[src/rtl/seg7_pkg.sv]
// Shared constants and types for the 7-segment receive path.
package seg7_pkg;

  // Active-low segment patterns, bit6=a ... bit0=g.
  localparam logic [6:0] SEG_0     = 7'b0000001;
  localparam logic [6:0] SEG_1     = 7'b1001111;
  localparam logic [6:0] SEG_2     = 7'b0010010;
  localparam logic [6:0] SEG_3     = 7'b0000110;
  localparam logic [6:0] SEG_4     = 7'b1001100;
  localparam logic [6:0] SEG_5     = 7'b0100100;
  localparam logic [6:0] SEG_6     = 7'b0100000;
  localparam logic [6:0] SEG_7     = 7'b0001111;
  localparam logic [6:0] SEG_8     = 7'b0000000;
  localparam logic [6:0] SEG_9     = 7'b0000100;
  localparam logic [6:0] SEG_A     = 7'b0001000;
  localparam logic [6:0] SEG_B     = 7'b1100000;
  localparam logic [6:0] SEG_C     = 7'b0110001;
  localparam logic [6:0] SEG_D     = 7'b1000010;
  localparam logic [6:0] SEG_E     = 7'b0110000;
  localparam logic [6:0] SEG_F     = 7'b0111000;
  localparam logic [6:0] SEG_BLANK = 7'b1111111;

  // err_code bit positions
  localparam int ERR_ILLEGAL = 0;
  localparam int ERR_MULTI   = 1;

  typedef enum logic [2:0] {
    IDLE    = 3'd0,
    SETTLE  = 3'd1,
    CAPTURE = 3'd2,
    HOLD    = 3'd3,
    FAULT   = 3'd4
  } state_t;

endpackage

[src/rtl/seg7_pattern_decode.sv]
// Combinational active-low segment pattern to hex code decoder.
module seg7_pattern_decode
  import seg7_pkg::*;
(
  input  logic [6:0] seg,
  output logic [3:0] code,
  output logic       legal,
  output logic       is_blank
);

  // Table lookup; anything outside the 16 glyphs and blank is illegal.
  always_comb begin
    code     = 4'h0;
    legal    = 1'b1;
    is_blank = 1'b0;
    case (seg)
      SEG_0:     code = 4'h0;
      SEG_1:     code = 4'h1;
      SEG_2:     code = 4'h2;
      SEG_3:     code = 4'h3;
      SEG_4:     code = 4'h4;
      SEG_5:     code = 4'h5;
      SEG_6:     code = 4'h6;
      SEG_7:     code = 4'h7;
      SEG_8:     code = 4'h8;
      SEG_9:     code = 4'h9;
      SEG_A:     code = 4'hA;
      SEG_B:     code = 4'hB;
      SEG_C:     code = 4'hC;
      SEG_D:     code = 4'hD;
      SEG_E:     code = 4'hE;
      SEG_F:     code = 4'hF;
      SEG_BLANK: begin
        legal    = 1'b0;
        is_blank = 1'b1;
      end
      default:   legal = 1'b0;
    endcase
  end

endmodule

[src/rtl/seg7_scan_decoder.sv]
// Monitors a multiplexed active-low 7-segment bus and recovers per-digit codes.
module seg7_scan_decoder
  import seg7_pkg::*;
#(
  parameter int NDIG       = 4,
  parameter int STABLE_CYC = 4,
  parameter int IDX_W      = 2
) (
  input  logic                 clk,
  input  logic                 rst_n,
  input  logic [6:0]           seg,
  input  logic [NDIG-1:0]      an,
  input  logic                 clr_err,
  output logic [4*NDIG-1:0]    digits,
  output logic [NDIG-1:0]      vld,
  output logic [NDIG-1:0]      blank,
  output logic                 upd,
  output logic [IDX_W-1:0]     upd_idx,
  output logic [3:0]           upd_code,
  output logic                 err,
  output logic [1:0]           err_code
);

  localparam int CNT_W = $clog2(STABLE_CYC + 1);
  localparam int SW    = 7 + NDIG;

  logic [6:0]            seg_s1, seg_s2;
  logic [NDIG-1:0]       an_s1, an_s2;
  logic [SW-1:0]         last_q;
  logic [CNT_W-1:0]      cnt_q;
  state_t                state_q;
  logic [NDIG-1:0][3:0]  dig_q;

  logic                  changed, none, multi, cap_go;
  logic [IDX_W-1:0]      sel_idx;
  logic [1:0]            err_set;
  logic [3:0]            dec_code;
  logic                  dec_legal, dec_blank;
  int                    n_low;

  assign digits = dig_q;

  seg7_pattern_decode u_dec (
    .seg      (seg_s2),
    .code     (dec_code),
    .legal    (dec_legal),
    .is_blank (dec_blank)
  );

  // Two-flop synchronizers, preset to the idle (all-off, no digit) level.
  always_ff @(posedge clk or negedge rst_n) begin
    if (!rst_n) begin
      seg_s1 <= '1;
      seg_s2 <= '1;
      an_s1  <= '1;
      an_s2  <= '1;
    end else begin
      seg_s1 <= seg;
      seg_s2 <= seg_s1;
      an_s1  <= an;
      an_s2  <= an_s1;
    end
  end

  assign changed = ({seg_s2, an_s2} != last_q);

  // Stability counter: restarts on any change, and is held at zero in IDLE so
  // SETTLE always starts from a fresh count (also on digit switches with no gap).
  always_ff @(posedge clk or negedge rst_n) begin
    if (!rst_n) begin
      last_q <= '1;
      cnt_q  <= '0;
    end else begin
      last_q <= {seg_s2, an_s2};
      if (changed || state_q == IDLE) cnt_q <= '0;
      else if (cnt_q != CNT_W'(STABLE_CYC)) cnt_q <= cnt_q + 1'b1;
    end
  end

  // Anode classification, capture qualifier and new error causes.
  always_comb begin
    n_low   = $countones(~an_s2);
    none    = (n_low == 0);
    multi   = (n_low > 1);
    sel_idx = '0;
    for (int i = 0; i < NDIG; i++)
      if (!an_s2[i]) sel_idx = IDX_W'(i);
    cap_go  = (state_q == SETTLE) && !none && !multi && !changed &&
              (cnt_q == CNT_W'(STABLE_CYC - 1));
    err_set              = 2'b00;
    err_set[ERR_MULTI]   = (state_q == IDLE || state_q == SETTLE) && multi;
    err_set[ERR_ILLEGAL] = cap_go && !dec_legal && !dec_blank;
  end

  // Scan FSM with registered capture outputs and sticky error flags.
  always_ff @(posedge clk or negedge rst_n) begin
    if (!rst_n) begin
      state_q  <= IDLE;
      dig_q    <= '0;
      vld      <= '0;
      blank    <= '1;
      upd      <= 1'b0;
      upd_idx  <= '0;
      upd_code <= 4'h0;
      err      <= 1'b0;
      err_code <= 2'b00;
    end else begin
      upd      <= 1'b0;
      // a fresh cause in the same cycle as clr_err survives the clear
      err_code <= (clr_err ? 2'b00 : err_code) | err_set;
      err      <= (clr_err ? 1'b0 : err) | (|err_set);
      case (state_q)
        IDLE: begin
          if (multi)      state_q <= FAULT;
          else if (!none) state_q <= SETTLE;
        end
        SETTLE: begin
          if (none)       state_q <= IDLE;
          else if (multi) state_q <= FAULT;
          else if (cap_go) begin
            state_q  <= CAPTURE;
            upd      <= 1'b1;
            upd_idx  <= sel_idx;
            upd_code <= dec_legal ? dec_code : 4'h0;
            for (int i = 0; i < NDIG; i++) begin
              if (!an_s2[i]) begin
                if (dec_legal) dig_q[i] <= dec_code;
                vld[i]   <= dec_legal;
                blank[i] <= dec_blank;
              end
            end
          end
        end
        CAPTURE: state_q <= HOLD;
        HOLD:    if (changed) state_q <= IDLE;
        FAULT:   if (none) state_q <= IDLE;
        default: state_q <= IDLE;
      endcase
    end
  end

endmodule

[config.mk]
export PLATFORM = sky130hd
export DESIGN_NAME = seg7_scan_decoder
export DESIGN_NICKNAME = d
export VERILOG_FILES = /design/src/rtl/seg7_pkg.sv /design/src/rtl/seg7_pattern_decode.sv /design/src/rtl/seg7_scan_decoder.sv
export SDC_FILE = /design/constraint.sdc
export NUM_CORES = 1
export LEC_CHECK = 0
export ABC_AREA = 1
export CORE_MARGIN = 1
export CORE_UTILIZATION = 56
export CTS_BUF_LIST = sky130_fd_sc_hd__clkbuf_4 sky130_fd_sc_hd__clkbuf_8
export CTS_CLUSTER_DIAMETER = 40
export DETAILED_ROUTE_END_ITERATION = 16
export GPL_ROUTABILITY_DRIVEN = 0
export HOLD_SLACK_MARGIN = 0.05
export PLACE_DENSITY = 0.83
export SKIP_LAST_GASP = 1
export SYNTH_ARGS = -nofsm -noshare
export SYNTH_HDL_FRONTEND = slang
export SYNTH_SLANG_ARGS = --single-unit
[constraint.sdc]
create_clock -name clk -period 3.35 [get_ports clk]
set_clock_uncertainty 0.1 [all_clocks]
set_input_delay 0.5025 -clock clk [delete_from_list [all_inputs] [get_ports clk]]
set_output_delay 0.5025 -clock clk [all_outputs]
set_load 0.03 [all_outputs]
# --- Word-level counts from Yosys, hierarchy flattened ---
# Cells that the tools add are included.
totals:
  reg_bits: 73
  input_bits: 14
  out_inout_bits: 34
  elab_cells: 118
classes:
  n_addsub: 4
  magnitude_cmp: 1
  eq_ne: 27
  n_mux: 23
  n_bitwise: 9
  reduce_logical: 30
op_table:
  columns: ["operator", "n"]
  rows:
  - ["case mux 4 bit (15 select lines)", 1]
  - ["equality test 7 x 6 -> 1 bit (second input constant)", 5]
  - ["equality test 7 bit (second input constant)", 5]
  - ["zero test 32 bit", 1]
  - ["two-way mux 3 bit", 9]
  - ["AND reduction 6 bit", 4]
  - ["AND reduction 5 bit", 4]
  - ["OR reduction 16 bit", 1]
  - ["case mux 3 bit (5 select lines)", 1]
  - ["equality test 7 x 3 -> 1 bit (second input constant)", 2]
  - ["equality test 7 x 4 -> 1 bit (second input constant)", 2]
  - ["inequality test 11 bit", 1]
  - ["equality test 3 x 2 -> 1 bit (second input constant)", 3]
  - ["two-way mux 1 bit", 8]
  - ["AND reduction 4 bit", 2]
  - ["equality test 7 x 1 -> 1 bit (second input constant)", 1]
  - ["equality test 7 x 5 -> 1 bit (second input constant)", 1]
  - ["logical AND 1 bit", 7]
  - ["zero test 7 bit", 1]
  - ["two-way mux 2 bit", 3]
  - ["inequality test 3 bit (second input constant)", 2]
  - ["NOT 1 bit", 6]
  - ["zero test 1 bit", 5]
  - ["adder 1 x 1 -> 2 bit", 2]
  - ["15 further kinds", 17]

# --- Longest topological paths before layout ---
logic_depth:
  word_depth: 13
  depth_mapped: 15
  mapped_depth_nobuf: 14

# --- By module ---
# A second synthesis with hierarchy kept.
unflattened:
  hier_cells: 375
  area_unflattened_um2: 3347.0
by_module_without_submodules:
  columns: ["module", "instances", "cells_each", "area_each_um2", "seq_area_each_um2"]
  rows:
  - ["seg7_scan_decoder", 1, 302, 3027.9, 1873.0]
  - ["seg7_pattern_decode", 1, 73, 319.1, 0.0]

# --- Least setup slack after synthesis ---
# No wires, ideal clock.
synth_path:
  kind: "register to register"
  start: "register an_s2[1]"
  end: "register blank[2]"
  setup_time_ns: 0.083
  arrival_ns: 2.489
  required_ns: 3.167
  setup_slack_ns: 0.678
  stages_incl_launch_ff: 16
  path_buffers: 1
  synth_period_minus_slack_ns: 2.672
  path_cell_list: "dfstp_2 > fa_1 > inv_1 > ha_1 > inv_1 > ha_1 > nor2_1 > nand2_1 > nand2_1 > nor2_1 > inv_1 > nor2_8 > buf_8 > nand2_2 > nand2_1 > o21ai_1"
synth_via:
  elab_chain_cells: 10
  elab_cells_between_ends: 16
  cone_classes: "2 x add/sub; 1 x order compare; 1 x eq/ne; 3 x bitwise; 9 x reduce/logical"
synth_rtl:
  columns: ["element", "line_no", "rtl"]
  rows:
  - ["from (decl)", "seg7_scan_decoder.sv:28", "logic [NDIG-1:0] an_s1, an_s2;"]
  - ["from (signal assigned)", "seg7_scan_decoder.sv:61", "an_s2 <= an_s1;"]
  - ["NOT 4 bit", "seg7_scan_decoder.sv:82", "n_low = $countones(~an_s2);"]
  - ["adder 1 x 1 -> 2 bit (implied by the code)", "seg7_scan_decoder.sv:82", null]
  - ["adder 2 x 2 -> 3 bit (implied by the code)", "seg7_scan_decoder.sv:82", null]
  - ["zero test 32 bit", "seg7_scan_decoder.sv:83", "none = (n_low == 0);"]
  - ["zero test 1 bit", null, null]
  - ["logical AND 1 bit (4 in a row)", "seg7_scan_decoder.sv:88", "cap_go = (state_q == SETTLE) && !none && !multi && !changed &&"]
  - ["AND reduction 5 bit (no source line) *", null, null]
  - ["to (signal, indexed assignment)", "seg7_scan_decoder.sv:129", "blank[i] <= dec_blank;"]
  - ["to (decl)", "seg7_scan_decoder.sv:16", "output logic [NDIG-1:0] blank,"]
# Mark *: on every way between the ends. The rest lies on a longest branch, timed or not.
# A chain may end at the register's enable or synchronous reset.

# --- Final worst setup path ---
layout_path:
  start: "register an_s2[1]"
  end: "register dig_q (netlist bit digits[1])"
layout_via:
  elab_chain_cells: 10
  elab_cells_between_ends: 16
  cone_classes: "2 x add/sub; 1 x order compare; 1 x eq/ne; 3 x bitwise; 9 x reduce/logical"
layout_rtl:
  columns: ["element", "line_no", "rtl"]
  rows:
  - ["NOT 4 bit", "seg7_scan_decoder.sv:82", null]
  - ["adder 1 x 1 -> 2 bit (implied by the code)", "seg7_scan_decoder.sv:82", null]
  - ["adder 2 x 2 -> 3 bit (implied by the code)", "seg7_scan_decoder.sv:82", null]
  - ["zero test 32 bit", "seg7_scan_decoder.sv:83", null]
  - ["zero test 1 bit", null, null]
  - ["logical AND 1 bit (4 in a row)", "seg7_scan_decoder.sv:88", null]
  - ["AND reduction 6 bit (no source line) *", null, null]
  - ["to (signal, indexed assignment)", "seg7_scan_decoder.sv:127", "if (dec_legal) dig_q[i] <= dec_code;"]
  - ["to (decl)", "seg7_scan_decoder.sv:32", "logic [NDIG-1:0][3:0] dig_q;"]
# Marks and branches as above.

==> key figures <==
Floorplan
  – Die Outline Area: between 0.006 and 0.007 mm^2
  – # rows: 27
  – Die Span Y: 78.8 um
  – Starting Density: roughly three fifths
  – Top-level port count: 48
  – Placeable core region: roughly 0.0056 mm^2
  – Floorplan die width: between 70 and 80 um

Finish
  – Design area: roughly 0.0040 mm^2
  – Count of filler cells inserted in the layout: 443
  – Area added between synthesis and finish: 21.8%
  – Ant diodes: 0
  – Number of nets in the layout: ~440
  – Total area of multi-input combinational cells: between 0.001 and 0.0015 mm^2
  – Layout cell share with drive strength beyond 1: a little under a fifth
  – Sequential Area: between 0.0015 and 0.002 mm^2

GRT
  – Antenna violations before repair: 0
  – Vias in the first global route: ~2400
  – Pin count of the biggest net entering global routing: 36
  – Total global routing overflow: 0
  – First-pass GRT wire length: roughly 11 mm
  – Overall track demand over capacity in global routing: 22.6%

Drt
  – First drt pass iteration count: 4
  – Starting DRT DRC Count: about 140
  – Detailed route wirelength on metal3: 303 um
  – Wire length on met1: 2.89 mm
  – Residual DRC count: 0
  – Aggregate routed wire length: about 6.2 mm
  – Total via count in the routed design: roughly 2500
  – Mean routed wirelength per cell: 12.6 um
  – Remaining antenna violation count after routing: 0
  – Vias per Instance: ~5
  – Sum of met2 wire segment lengths after detailed routing: slightly below 3 mm
  – Top routing layer in use: met4

Place
  – Worst setup timing slack at the placement stage: ~0.32 ns
  – Placed cell area: roughly 0.0038 mm^2
  – Count of buffers from port buffering: 47
  – Placed wire-length estimate after detailed placement: ~4.6 mm

Logic synthesis
  – Fraction of registers with async set/reset: 100%
  – Cell area after synthesis: 0.00331 mm^2
  – Ranking of synthesized cells by area: dfstp_2, dfrtp_1, nand2_1
  – Synthesized area per cell: 9.14 um^2
  – Sequential element share of the synthesized area: approximately 57%
  – FF+latch count, synth: 73
  – Post-Syn Instances: 362
  – Number of distinct library cells after synthesis: 29
  – Number of enable-type register cells in the synthesized netlist: 0
  – Prevailing post-synth register cell: dfstp_2
  – YS warnings: 0
  – Synthesized net count: roughly 380
  – Leading area contributor after synthesis: dfstp_2
  – Area share of the leading cell type in the synthesized netlist: just under 30%

Setup path
  – WP data required: between 3 and 4 ns
  – Count of buffer and inverter cells on the critical path: 3
  – Slowest Stage Delay on Critical Path: 0.61 ns
  – Sort of element at the start of the critical path: flop
  – Arrival time worst endpoint: 3.18 ns
  – Critical path start-end classification: flop to flop
  – Most numerous cell on the critical path: nand2_1
  – Kind of cell with the highest combined delay on the critical path: simple AND/OR/NAND/NOR gates
  – Launch point of the worst reg-to-reg path: an_s2[1]$_DFF_PN1_
  – Worst Path Max Fanout: 25
  – Total stage count of the critical path: 14
  – Slowest cell on the critical path: dfstp_2
  – Source of the critical timing path: an_s2[1]$_DFF_PN1_
  – Kind of end point of the critical path: flop
  – Worst-path cell chain: fa_1 > inv_1 > ha_1 > inv_1 > ha_1 > nor2_1 > nand2_1 > nand2_1 > nor2_1 > inv_1 > nor2_8 > nand3_4 > nand2_1 > nand2_1
  – Cell depth of the worst flop-to-flop path: 14

Timing
  – Setup total negative slack: 0 ns
  – Final Cycle Share: between 90% and 100%
  – Setup WS post-layout: ~0.30 ns
  – Slew Limit Fails: 0
  – Achievable frequency: between 300 and 400 MHz
  – Hold violation total from the final report: 0
  – Minimum period implied by the final worst setup slack: 3.05 ns
  – Slew Limit Headroom: 50.0%
  – Slew @ Worst Pin: ~0.75 ns
  – Unrepaired setup endpoints after global routing: false
  – Final setup fails: 0

Run status
  – Outcome: finished clean

Clock network
  – Post-CTS Setup Bufs: 0
  – Maximum buffer depth of the clock tree: 2
  – Inserted Clock Buffers: 9
  – Sinks on Clock Net: 73
  – Clock tree root buffer cell: clkbuf_8
  – Clock latency on the worst-skew pair: ~0.34 ns
  – Number of gates resized after cts: 0
  – CTS tree: built
  – Cts hold-fix bufs: 0
  – Clock transition time at the flip-flop clock pins of the worst setup and hold paths: ~0.080 ns
  – H-tree depth reported by CTS: 3

Min path
  – Type of the tightest min-delay check: primary input to async pin

Power
  – Cell Pwr Density: around 470 mW/mm^2
  – Largest vdd supply drop: roughly 0.4 mV
  – Leakage power total: between 1.5 and 2 nW
  – Sum of internal, switching and leakage power: between 1.5 and 2 mW

Job
  – Count of max-cap constraint violations: 0
sequential cells by signal, summed over array words and instances (netlist names):
name,cells
digits,16
last_q,11
seg_s1,7
seg_s2,7
an_s1,4
an_s2,4
blank,4
upd_code,4
vld,4
cnt_q,3
state_q,3
err_code,2
upd_idx,2
err,1
upd,1
per-layer routing:
metal,track usage (%),vias to the layer above
met5,0,-
met4,7.82,0
met3,5.06,7
met2,37.0,72
met1,29.9,1185
li1,-,1257
layout make-up:
class                      instances  share of cell area [%]
sequential                        73                    46.5
inverter                          38                    3.54
clock buffer                      10                    3.42
timing repair buffer              49                    11.9
tap                               72                    2.24
multi-input combinational        246                    30.7
clock inverter                     6                    1.65
Yosys cell counts, types with 2 or more instances:
library cell  instances
nor2_1               31
xor2_1                2
xnor2_1               3
nor2_2                5
nand4_1              21
inv_2                 6
a21oi_1               6
nand2_2               4
dfrtp_1              36
nand3_1               8
nand3_4               4
o21ai_1               5
buf_4                 2
ha_1                  6
buf_6                 2
o21ai_0               9
nand2_1             133
dfstp_2              37
inv_1                31
nor3_1                2
per-stage QoR:
step / util (%) / hold WS (ns) / instances
6_report: 71.8 / 0.129 / 494
5_1_grt: 71.8 / 0.201 / 494
4_1_cts: 71.8 / 0.149 / 494
3_5_place_dp: 68.2 / 0.247 / 478
3_3_place_gp: 68.2 / 0.246 / 478
2_1_floorplan: - / 0.107 / 362
layout by cell type (no fill, tap or decap), drive strengths merged:
cell type,n
nand2,137
clkdlybuf4s50,46
inv,38
dfstp,37
nor2,37
dfrtp,36
nand4,22
o21ai,14
nand3,13
clkbuf,10
a21oi,6
ha,6
clkinv,5
xnor2,3
nor3,3
buf,3
xor2,2
o21bai,1
o211ai,1
fa,1
bufinv,1
path summary, 6_finish.rpt:
path / slack (ns) / to
min in group clk: 0.25 / an_s2[2]$_DFF_PN1_
min reg2reg: 0.25 / an_s2[2]$_DFF_PN1_
max: 0.30 / digits[1]$_DFFE_PN0P_
max in group asynchronous: 2.19 / last_q[9]$_DFF_PN1_
max reg2reg: 0.30 / digits[1]$_DFFE_PN0P_
min: 0.13 / cnt_q[2]$_DFFE_PN0P_
worst reg2reg max path: stages, from the launching register on:
cell	delay [ns]
dfstp_2	0.61
fa_1	0.42
inv_1	0.07
ha_1	0.16
inv_1	0.05
ha_1	0.26
nor2_1	0.04
nand2_1	0.09
nand2_1	0.06
nor2_1	0.23
inv_1	0.17
nor2_8	0.39
nand3_4	0.15
nand2_1	0.09
nand2_1	0.05
where the power goes:
part | switching [mW] | internal (mW) | total (mW)
Clock | 0.322 | 0.367 | 0.689
Combinational | 0.146 | 0.0816 | 0.228
Sequential | 0.0416 | 0.940 | 0.981
kinds of logic after synthesis:
| logic type | count (synthesis) | share of synthesized area [%] |
|---|---|---|
| flip-flops | 73 | 56.6 |
| buffers and inverters | 43 | 5.90 |
| AO/OA/AOI/OAI | 22 | 3.48 |
| AND/OR/NAND/NOR | 212 | 29.8 |
| adder cells (fa/ha/maj) | 7 | 2.88 |
| XOR/XNOR | 5 | 1.32 |
(Power assumes the default switching activity.)
